**src/rtl/sprite_pkg.sv**
```systemverilog
// Shared types and helpers for the multi-sprite bracket unit.
package sprite_pkg;

    typedef enum logic [1:0] {
        DIR_UP    = 2'b00,
        DIR_RIGHT = 2'b01,
        DIR_DOWN  = 2'b10,
        DIR_LEFT  = 2'b11
    } dir_t;

    localparam logic [7:0] TRANSPARENT_ENCODING = 8'hFF;

    typedef logic [10:0] coord_t;

    typedef struct packed {
        coord_t x;
        coord_t y;
    } offset_t;

    // Map an unrotated in-sprite offset to bitmap coordinates; side_m1 is OBJ_SIZE-1.
    function automatic offset_t rotate_offset(dir_t dir, coord_t rel_x, coord_t rel_y,
                                              coord_t side_m1);
        offset_t o;
        unique case (dir)
            DIR_UP:    begin o.x = side_m1 - rel_y; o.y = rel_x;           end
            DIR_RIGHT: begin o.x = rel_x;           o.y = rel_y;           end
            DIR_DOWN:  begin o.x = rel_y;           o.y = side_m1 - rel_x; end
            default:   begin o.x = side_m1 - rel_x; o.y = side_m1 - rel_y; end
        endcase
        return o;
    endfunction

endpackage

```
**src/rtl/sprite_hit_stage.sv**
```systemverilog
// Per-sprite frame shadow registers and the first pipeline stage (hit test + relative offset).
module sprite_hit_stage
    import sprite_pkg::*;
#(
    parameter int unsigned OBJ_SIZE = 32
) (
    input  logic       clk,
    input  logic       reset,
    input  logic       start_of_frame_i,
    input  coord_t     pixel_x_i,
    input  coord_t     pixel_y_i,
    input  coord_t     top_left_x_i,
    input  coord_t     top_left_y_i,
    input  logic [1:0] dir_i,
    input  logic       enable_i,
    output logic       hit_o,
    output coord_t     rel_x_o,
    output coord_t     rel_y_o,
    output dir_t       dir_o
);

    localparam logic [11:0] SizeExt = 12'(OBJ_SIZE);

    coord_t sh_x_q, sh_y_q;
    dir_t   sh_dir_q;
    logic   sh_en_q;

    logic   hit_q;
    coord_t rel_x_q, rel_y_q;
    dir_t   dir_q;

    logic [11:0] x_end, y_end;
    logic        hit_d;

    // Shadow registers: live inputs only take effect at frame start.
    always_ff @(posedge clk or posedge reset) begin
        if (reset) begin
            sh_x_q   <= '0;
            sh_y_q   <= '0;
            sh_dir_q <= DIR_UP;
            sh_en_q  <= 1'b0;
        end else if (start_of_frame_i) begin
            sh_x_q   <= top_left_x_i;
            sh_y_q   <= top_left_y_i;
            sh_dir_q <= dir_t'(dir_i);
            sh_en_q  <= enable_i;
        end
    end

    // Rectangle test; upper bounds are 12 bits so sprites near 2047 do not wrap.
    always_comb begin
        x_end = {1'b0, sh_x_q} + SizeExt;
        y_end = {1'b0, sh_y_q} + SizeExt;
        hit_d = sh_en_q
              && (pixel_x_i >= sh_x_q) && ({1'b0, pixel_x_i} < x_end)
              && (pixel_y_i >= sh_y_q) && ({1'b0, pixel_y_i} < y_end);
    end

    // Stage 1 register.
    always_ff @(posedge clk or posedge reset) begin
        if (reset) begin
            hit_q   <= 1'b0;
            rel_x_q <= '0;
            rel_y_q <= '0;
            dir_q   <= DIR_UP;
        end else begin
            hit_q   <= hit_d;
            rel_x_q <= pixel_x_i - sh_x_q;
            rel_y_q <= pixel_y_i - sh_y_q;
            dir_q   <= sh_dir_q;
        end
    end

    assign hit_o   = hit_q;
    assign rel_x_o = rel_x_q;
    assign rel_y_o = rel_y_q;
    assign dir_o   = dir_q;

endmodule

```
**src/rtl/multi_sprite_bracket.sv**
```systemverilog
// N-sprite bracket: parallel hit stages, then priority select, rotation and collision tracking.
module multi_sprite_bracket
    import sprite_pkg::*;
#(
    parameter int unsigned NUM_OBJ   = 4,
    parameter int unsigned OBJ_SIZE  = 32,
    parameter logic [7:0]  OBJ_COLOR = 8'h5b
) (
    input  logic                                        clk,
    input  logic                                        reset,
    input  logic                                        startOfFrame,
    input  logic [10:0]                                 pixelX,
    input  logic [10:0]                                 pixelY,
    input  logic [NUM_OBJ-1:0][10:0]                    topLeftX,
    input  logic [NUM_OBJ-1:0][10:0]                    topLeftY,
    input  logic [NUM_OBJ-1:0][1:0]                     objDir,
    input  logic [NUM_OBJ-1:0]                          objEnable,
    output logic                                        drawingRequest,
    output logic [$clog2(NUM_OBJ > 1 ? NUM_OBJ : 2)-1:0] objIndex,
    output logic [10:0]                                 offsetX,
    output logic [10:0]                                 offsetY,
    output logic [7:0]                                  RGBout,
    output logic                                        collision,
    output logic [NUM_OBJ-1:0]                          collisionSticky
);

    localparam int unsigned IdxW   = $clog2(NUM_OBJ > 1 ? NUM_OBJ : 2);
    localparam coord_t      SideM1 = coord_t'(OBJ_SIZE - 1);

    logic [NUM_OBJ-1:0] s1_hit;
    coord_t             s1_rel_x [NUM_OBJ];
    coord_t             s1_rel_y [NUM_OBJ];
    dir_t               s1_dir   [NUM_OBJ];

    for (genvar g = 0; g < NUM_OBJ; g++) begin : g_stage
        sprite_hit_stage #(
            .OBJ_SIZE (OBJ_SIZE)
        ) u_stage (
            .clk              (clk),
            .reset            (reset),
            .start_of_frame_i (startOfFrame),
            .pixel_x_i        (pixelX),
            .pixel_y_i        (pixelY),
            .top_left_x_i     (topLeftX[g]),
            .top_left_y_i     (topLeftY[g]),
            .dir_i            (objDir[g]),
            .enable_i         (objEnable[g]),
            .hit_o            (s1_hit[g]),
            .rel_x_o          (s1_rel_x[g]),
            .rel_y_o          (s1_rel_y[g]),
            .dir_o            (s1_dir[g])
        );
    end

    logic               win_found;
    logic [IdxW-1:0]    win_idx;
    offset_t            win_off;
    int unsigned        hit_cnt;

    logic               dr_d, dr_q;
    logic [IdxW-1:0]    idx_d, idx_q;
    coord_t             offx_d, offx_q, offy_d, offy_q;
    logic [7:0]         rgb_d, rgb_q;
    logic               coll_d, coll_q;
    logic [NUM_OBJ-1:0] sticky_d, sticky_q;

    // Stage 2 combinational: lowest-index priority, rotation, popcount, sticky update.
    always_comb begin
        win_found = 1'b0;
        win_idx   = '0;
        win_off   = '0;
        hit_cnt   = 0;
        for (int unsigned i = 0; i < NUM_OBJ; i++) begin
            if (s1_hit[i]) begin
                hit_cnt = hit_cnt + 1;
                if (!win_found) begin
                    win_found = 1'b1;
                    win_idx   = IdxW'(i);
                    win_off   = rotate_offset(s1_dir[i], s1_rel_x[i], s1_rel_y[i], SideM1);
                end
            end
        end

        dr_d   = win_found;
        idx_d  = win_idx;
        offx_d = win_off.x;
        offy_d = win_off.y;
        rgb_d  = win_found ? OBJ_COLOR : TRANSPARENT_ENCODING;

        // Frame start clears sticky state and drops any collision from the old frame.
        coll_d   = (hit_cnt >= 2) && !startOfFrame;
        sticky_d = sticky_q;
        if (startOfFrame) begin
            sticky_d = '0;
        end else if (hit_cnt >= 2) begin
            sticky_d = sticky_q | s1_hit;
        end
    end

    // Stage 2 output registers.
    always_ff @(posedge clk or posedge reset) begin
        if (reset) begin
            dr_q     <= 1'b0;
            idx_q    <= '0;
            offx_q   <= '0;
            offy_q   <= '0;
            rgb_q    <= TRANSPARENT_ENCODING;
            coll_q   <= 1'b0;
            sticky_q <= '0;
        end else begin
            dr_q     <= dr_d;
            idx_q    <= idx_d;
            offx_q   <= offx_d;
            offy_q   <= offy_d;
            rgb_q    <= rgb_d;
            coll_q   <= coll_d;
            sticky_q <= sticky_d;
        end
    end

    assign drawingRequest  = dr_q;
    assign objIndex        = idx_q;
    assign offsetX         = offx_q;
    assign offsetY         = offy_q;
    assign RGBout          = rgb_q;
    assign collision       = coll_q;
    assign collisionSticky = sticky_q;

endmodule

```
**config.mk**
```make
export PLATFORM = sky130hd
export DESIGN_NAME = multi_sprite_bracket
export DESIGN_NICKNAME = d
export VERILOG_FILES = /design/src/rtl/sprite_pkg.sv /design/src/rtl/sprite_hit_stage.sv /design/src/rtl/multi_sprite_bracket.sv
export SDC_FILE = /design/constraint.sdc
export NUM_CORES = 1
export LEC_CHECK = 0
export BUFFER_PORTS_ARGS = -buffer_cell sky130_fd_sc_hd__buf_4
export CAP_MARGIN = 20
export CORE_MARGIN = 2
export CORE_UTILIZATION = 51
export CTS_CLUSTER_DIAMETER = 200
export DETAILED_ROUTE_END_ITERATION = 16
export PLACE_DENSITY = 0.75
export SETUP_SLACK_MARGIN = 0.1
export SYNTH_ARGS = -nofsm -noshare
export SYNTH_HDL_FRONTEND = slang
export SYNTH_SLANG_ARGS = --single-unit
```
**constraint.sdc**
```tcl
create_clock -name clk -period 8.5 [get_ports clk]
set_input_delay 1.7 -clock clk [delete_from_list [all_inputs] [get_ports clk]]
set_output_delay 1.7 -clock clk [all_outputs]
set_load 0.02 [all_outputs]
```
* After elaboration in Yosys (flattened, before gate mapping) *
Cells that the tools add are included.

storage, ports and cells
  input port bits = 125
  word-level logic and storage cells = 143
  output and inout bits = 38
  flip-flop bits (word level) = 238

operators by class
  equality and inequality tests = 8
  reductions and logical operators = 23
  muxes and demuxes = 28
  $add $sub $neg = 27
  order comparisons = 17
  bitwise logic cells = 1

operators by type and width
  kind                   number
  $pmux 22 s3            4
  $mux 22                7
  $add 11x6->12 const B  8
  $add 32x1->32 const B  3
  $lt 11x12->1           8
  $mux 32                3
  $ge 11x11->1           8
  $sub 11x11->11         8
  $sub 5x11->11 const A  8
  $ge 32x2->1 const B    1
  $logic_and 1x1->1      17
  $eq 2x1->1 const B     4
  $eq 2x2->1 const B     4
  $logic_not 2->1        4
  $mux 2                 4
  $mux 4                 2
  $mux 8                 1
  $mux 1                 7
  $or 4x4->4             1
  $reduce_bool 2->1      1
  $logic_not 1->1        1

* Depth between registers and ports, before layout *
  depth after elaboration = 10
  gate-level depth with buffers = 11
  gate-level depth less buffers = 10

* By module *
From an unflattened synthesis, not the netlist that was laid out.

second synthesis, totals
  cells, all modules = 1797
  area, all modules = 16453.3 µm²

modules (own cells, without submodules)
  module                                     seq. area each (µm²)  times used  area an instance (µm²)  cells each
  sprite_hit_stage (g_stage[1].u_stage ...)  1251.2                3           3030.4                  313
  multi_sprite_bracket                       777.0                 1           4302.9                  536
  sprite_hit_stage (g_stage[0].u_stage)      1251.2                1           3059.2                  322

* Worst setup path before layout *
OpenSTA, ideal clock, no wires.

  kind = input to register
  from = input port pixelX[0]
  to = register g_stage[1].u_stage.rel_x_q[10]
  required time = 8.420 ns
  stages = 10
  buffers on the path = 0
  library setup time = 0.080 ns
  slack = 4.730 ns
  arrival time = 3.690 ns
  cell sequence = inv_1 ha_1 inv_1 fa_1 a211oi_1 o21bai_1 a2111oi_0 o31ai_1 a21oi_1 xnor2_1

between the ends
  word-level cells in the longest chain between the ends = 1

ends and longest elaborated chain
  item                    line                        RTL
  start: declaration      multi_sprite_bracket.sv:12  input logic [10:0] pixelX,
  $sub 11x11->11          sprite_hit_stage.sv:68      rel_x_q <= pixel_x_i - sh_x_q;
  end signal: assignment  sprite_hit_stage.sv:68
  end: declaration        sprite_hit_stage.sv:29      coord_t rel_x_q, rel_y_q;

No other way between the ends.
A chain may end at the register's enable or synchronous reset.

* Final worst setup path *
  from = input port pixelX[0]
  to = register g_stage[0].u_stage.rel_x_q[10]

between the ends
  word-level cells in the longest chain between the ends = 1

ends and longest elaborated chain
  item                    line
  $sub 11x11->11          sprite_hit_stage.sv:68
  end signal: assignment  sprite_hit_stage.sv:68
  end: declaration        sprite_hit_stage.sv:29

No other way between the ends.

==> impl_metrics.env <==
export IMPL_instances_no_fill=2284
export IMPL_clock_skew_ns=0.0244
export IMPL_initial_core_util_pct=52.1
export IMPL_vias_per_cell=5.74
export IMPL_dpl_instance_area_sq_um=17500
export IMPL_core_area_sq_um=30800
export IMPL_drtAntennaViolNets=0
export IMPL_slowest_delay_ns=0.66
export IMPL_cellPowerDensity_nw_per_um2=213
export IMPL_io_pins=163
export IMPL_grt_usage_pct=25.9
export IMPL_setup_violations=0
export IMPL_crit_type="input pin to register"
export IMPL_min_path_cells=0
export IMPL_area_delta_synth_final_pct=14.6
export IMPL_postCtsSetupBuffers=0
export IMPL_clock_sinks=231
export IMPL_timing_critical_path_mode_cell="inv_1"
export IMPL_cp_required_ns=8.94
export IMPL_met2_length_um=18600
export IMPL_root_buffer="clkbuf_16"
export IMPL_setup_slack_ns=4.69
export IMPL_synth_seq_cells=231
export IMPL_antenna_found_initial=1
export IMPL_relSlewSlack_pct=28.1
export IMPL_cts_buffer_depth=3
export IMPL_cp_arrival_ns=4.25
export IMPL_die_area_sq_um=32900
export IMPL_hold_class="register to register"
export IMPL_hold_viol=0
export IMPL_grt_pass1_wl_um=68100
export IMPL_status="finished clean"
export IMPL_topRoutingLayerUsed="met4"
export IMPL_start_kind="input pin"
export IMPL_vias=13108
export IMPL_die_w_um=181
export IMPL_async_reset_ff_share_pct=100
export IMPL_die_h_um=181
export IMPL_min_period_ns=3.81
export IMPL_rows=64
export IMPL_grt_pass1_vias=12738
export IMPL_postCtsResizedCells=0
export IMPL_cp_slowest_cell="a2111oi_0"
export IMPL_syn_area_per_cell_sq_um=9.22
export IMPL_ff2ff_path_depth=7
export IMPL_worst_slew_pin_slew_ns=1.08
export IMPL_grt_max_degree=106
export IMPL_m1WireLength_um=19800
export IMPL_final_layout_size_suffix_gt1_share_pct=14.1
export IMPL_clkTransAtPathRegs_ns=0.06
export IMPL_leakagePower_nw=8.48
export IMPL_numPortBuffers=157
export IMPL_htreeDepth=1
export IMPL_grt_ovfl_total=0
export IMPL_cap_violations=0
export IMPL_cp_end_kind="register"
export IMPL_yosysWarnings=0
export IMPL_tns_ns=0
export IMPL_dpl_cell_count=2236
export IMPL_drv_slew=0
export IMPL_fin_area_sq_um=18400
export IMPL_period_share_pct=44.9
export IMPL_path_cells="buf_4, inv_1, ha_1, inv_1, fa_1, a211oi_1, o21bai_1, a2111oi_0, o31ai_1, a21oi_1, xnor2_1"
export IMPL_drt_initial_drc_count=940
export IMPL_final_nets=2158
export IMPL_ir_worst_vdd_mv=0.158
export IMPL_nFillCells=2640
export IMPL_dr_pass1_iters=6
export IMPL_ctsHoldBuffers=0
export IMPL_insertion_delay_ns=0.54
export IMPL_syn_inst=1742
export IMPL_gp_routability_congestion=0.916
export IMPL_cts_buffers=27
export IMPL_diodes=0
export IMPL_wl_per_cell_um=18.5
export IMPL_synth_area_sq_um=16100
export IMPL_cts_tree="yes"
export IMPL_path_max_fanout=4
export IMPL_wl_um=42200
export IMPL_rsz0062_at_grt="false"
export IMPL_synth_lib_cells_used_distinct=75
export IMPL_synth_main_ff_cell="dfrtp_1"
export IMPL_max_freq_mhz=262
export IMPL_yosysSeqAreaShare_pct=36.0
export IMPL_dp_hpwl_um=33000
export IMPL_synth_edf_count=0
export IMPL_drc=0
export IMPL_wl_met3_um=2240
export IMPL_post_place_ws_ns=4.22
export IMPL_fin_util_pct=59.7
## power breakdown
group | leakage [nW] | internal, mW | switching [mW]
Clock | 0.421 | 0.685 | 0.473
Sequential | 2.80 | 1.28 | 0.212
Combinational | 5.27 | 0.584 | 0.689
## final cells by class
| cell class | instances | area [sq um] | share of cell area [%] |
|---|---|---|---|
| clock buffers | 31 | 691 | 3.75 |
| repair buffers | 165 | 1240 | 6.75 |
| multi-input cells | 1285 | 9380 | 51.0 |
| inverters | 159 | 604 | 3.28 |
| flip-flops and latches | 231 | 5780 | 31.4 |
| clock inverters | 17 | 206 | 1.12 |
| well taps | 396 | 495 | 2.69 |
## worst max-delay path: cells and delay by family
kind	cells	cell delay, ns
compound gates	5	1.44
xor+xnor	1	0.14
fa+ha+maj	2	0.63
buf+inv	3	0.35
## stage by stage
step	hold WS [ns]	total power, mW
finish	0.371	3.92
global placement	0.356	2.71
CTS	0.375	3.93
floorplan	0.350	2.36
detailed placement	0.361	2.76
global route	0.387	4.17
## cell usage after synthesis (9+ instances only)
library cell | count | area, sq um
inv_1 | 159 | 597
mux4_2 | 11 | 248
a2111oi_0 | 11 | 96.3
nand2b_1 | 20 | 125
mux2i_1 | 47 | 470
nor2_1 | 80 | 300
nand4_1 | 11 | 68.8
buf_2 | 15 | 75.1
a21o_1 | 21 | 158
a211oi_1 | 17 | 128
nand2_1 | 160 | 601
buf_1 | 9 | 33.8
a221oi_1 | 14 | 123
o31ai_1 | 12 | 90.1
nor3_1 | 35 | 175
nand3_1 | 46 | 230
xor2_1 | 37 | 324
clkbuf_1 | 39 | 146
o21ai_0 | 165 | 826
o21bai_1 | 9 | 67.6
xnor2_1 | 121 | 1060
nor4_1 | 9 | 56.3
o21a_1 | 11 | 82.6
mux2_2 | 21 | 236
ha_1 | 156 | 1950
dfrtp_1 | 230 | 5760
a21oi_1 | 93 | 465
nor2b_1 | 29 | 181
## cells in the final DEF (no fill, tap or decap), drive strengths merged, types with 46 or more instances in the layout
master,count
o21ai,168
dfrtp,230
mux2i,47
xnor2,121
nand3,46
inv,166
ha,156
nand2,160
buf,165
nor2,80
a21oi,93
## path summary, 6_finish.rpt
kind / slack [ns] / start / end
max in group asynchronous: 5.86 / reset / g_stage[3].u_stage.rel_y_o[8]
setup / recovery: 4.69 / pixelX[0] / g_stage[0].u_stage.rel_x_o[10]
hold reg to reg: 0.37 / g_stage[3].u_stage.sh_dir_q[0] / g_stage[3].u_stage.dir_o[0]
hold / removal: 0.37 / g_stage[3].u_stage.sh_dir_q[0] / g_stage[3].u_stage.dir_o[0]
setup reg to reg: 5.62 / g_stage[0].u_stage.hit_o / offsetY[10]
min in group asynchronous: 1.30 / reset / g_stage[0].u_stage.dir_o[0]
## registers in the layout (all words and copies together) (netlist names)
register	count
g_stage.u_stage.rel_y_o	44
offsetX	11
drawingRequest	1
collisionSticky	4
g_stage.u_stage.dir_o	8
RGBout	1
objIndex	2
g_stage.u_stage.sh_dir_q	8
g_stage.u_stage.hit_o	4
collision	1
offsetY	11
g_stage.u_stage.sh_x_q	44
g_stage.u_stage.sh_y_q	44
g_stage.u_stage.sh_en_q	4
g_stage.u_stage.rel_x_o	44
## cells by family (layout without fill, tap and decap cells)
family	after synthesis	count (layout)	synth area share [%]
mux	81	81	6.27
other cells	1	5	0.0233
buf+inv	230	372	5.66
compound gates	440	440	17.2
xor+xnor	158	158	8.62
fa+ha+maj	164	164	13.2
simple gates	437	437	13.1
flops	231	231	36.0
## routing by layer
layer	vias up	track usage, %
li1	6382	-
met1	6257	37.6
met2	393	40.3
met3	76	3.07
met4	0	8.68
met5	-	0
Power figures use the tool's default switching activity.
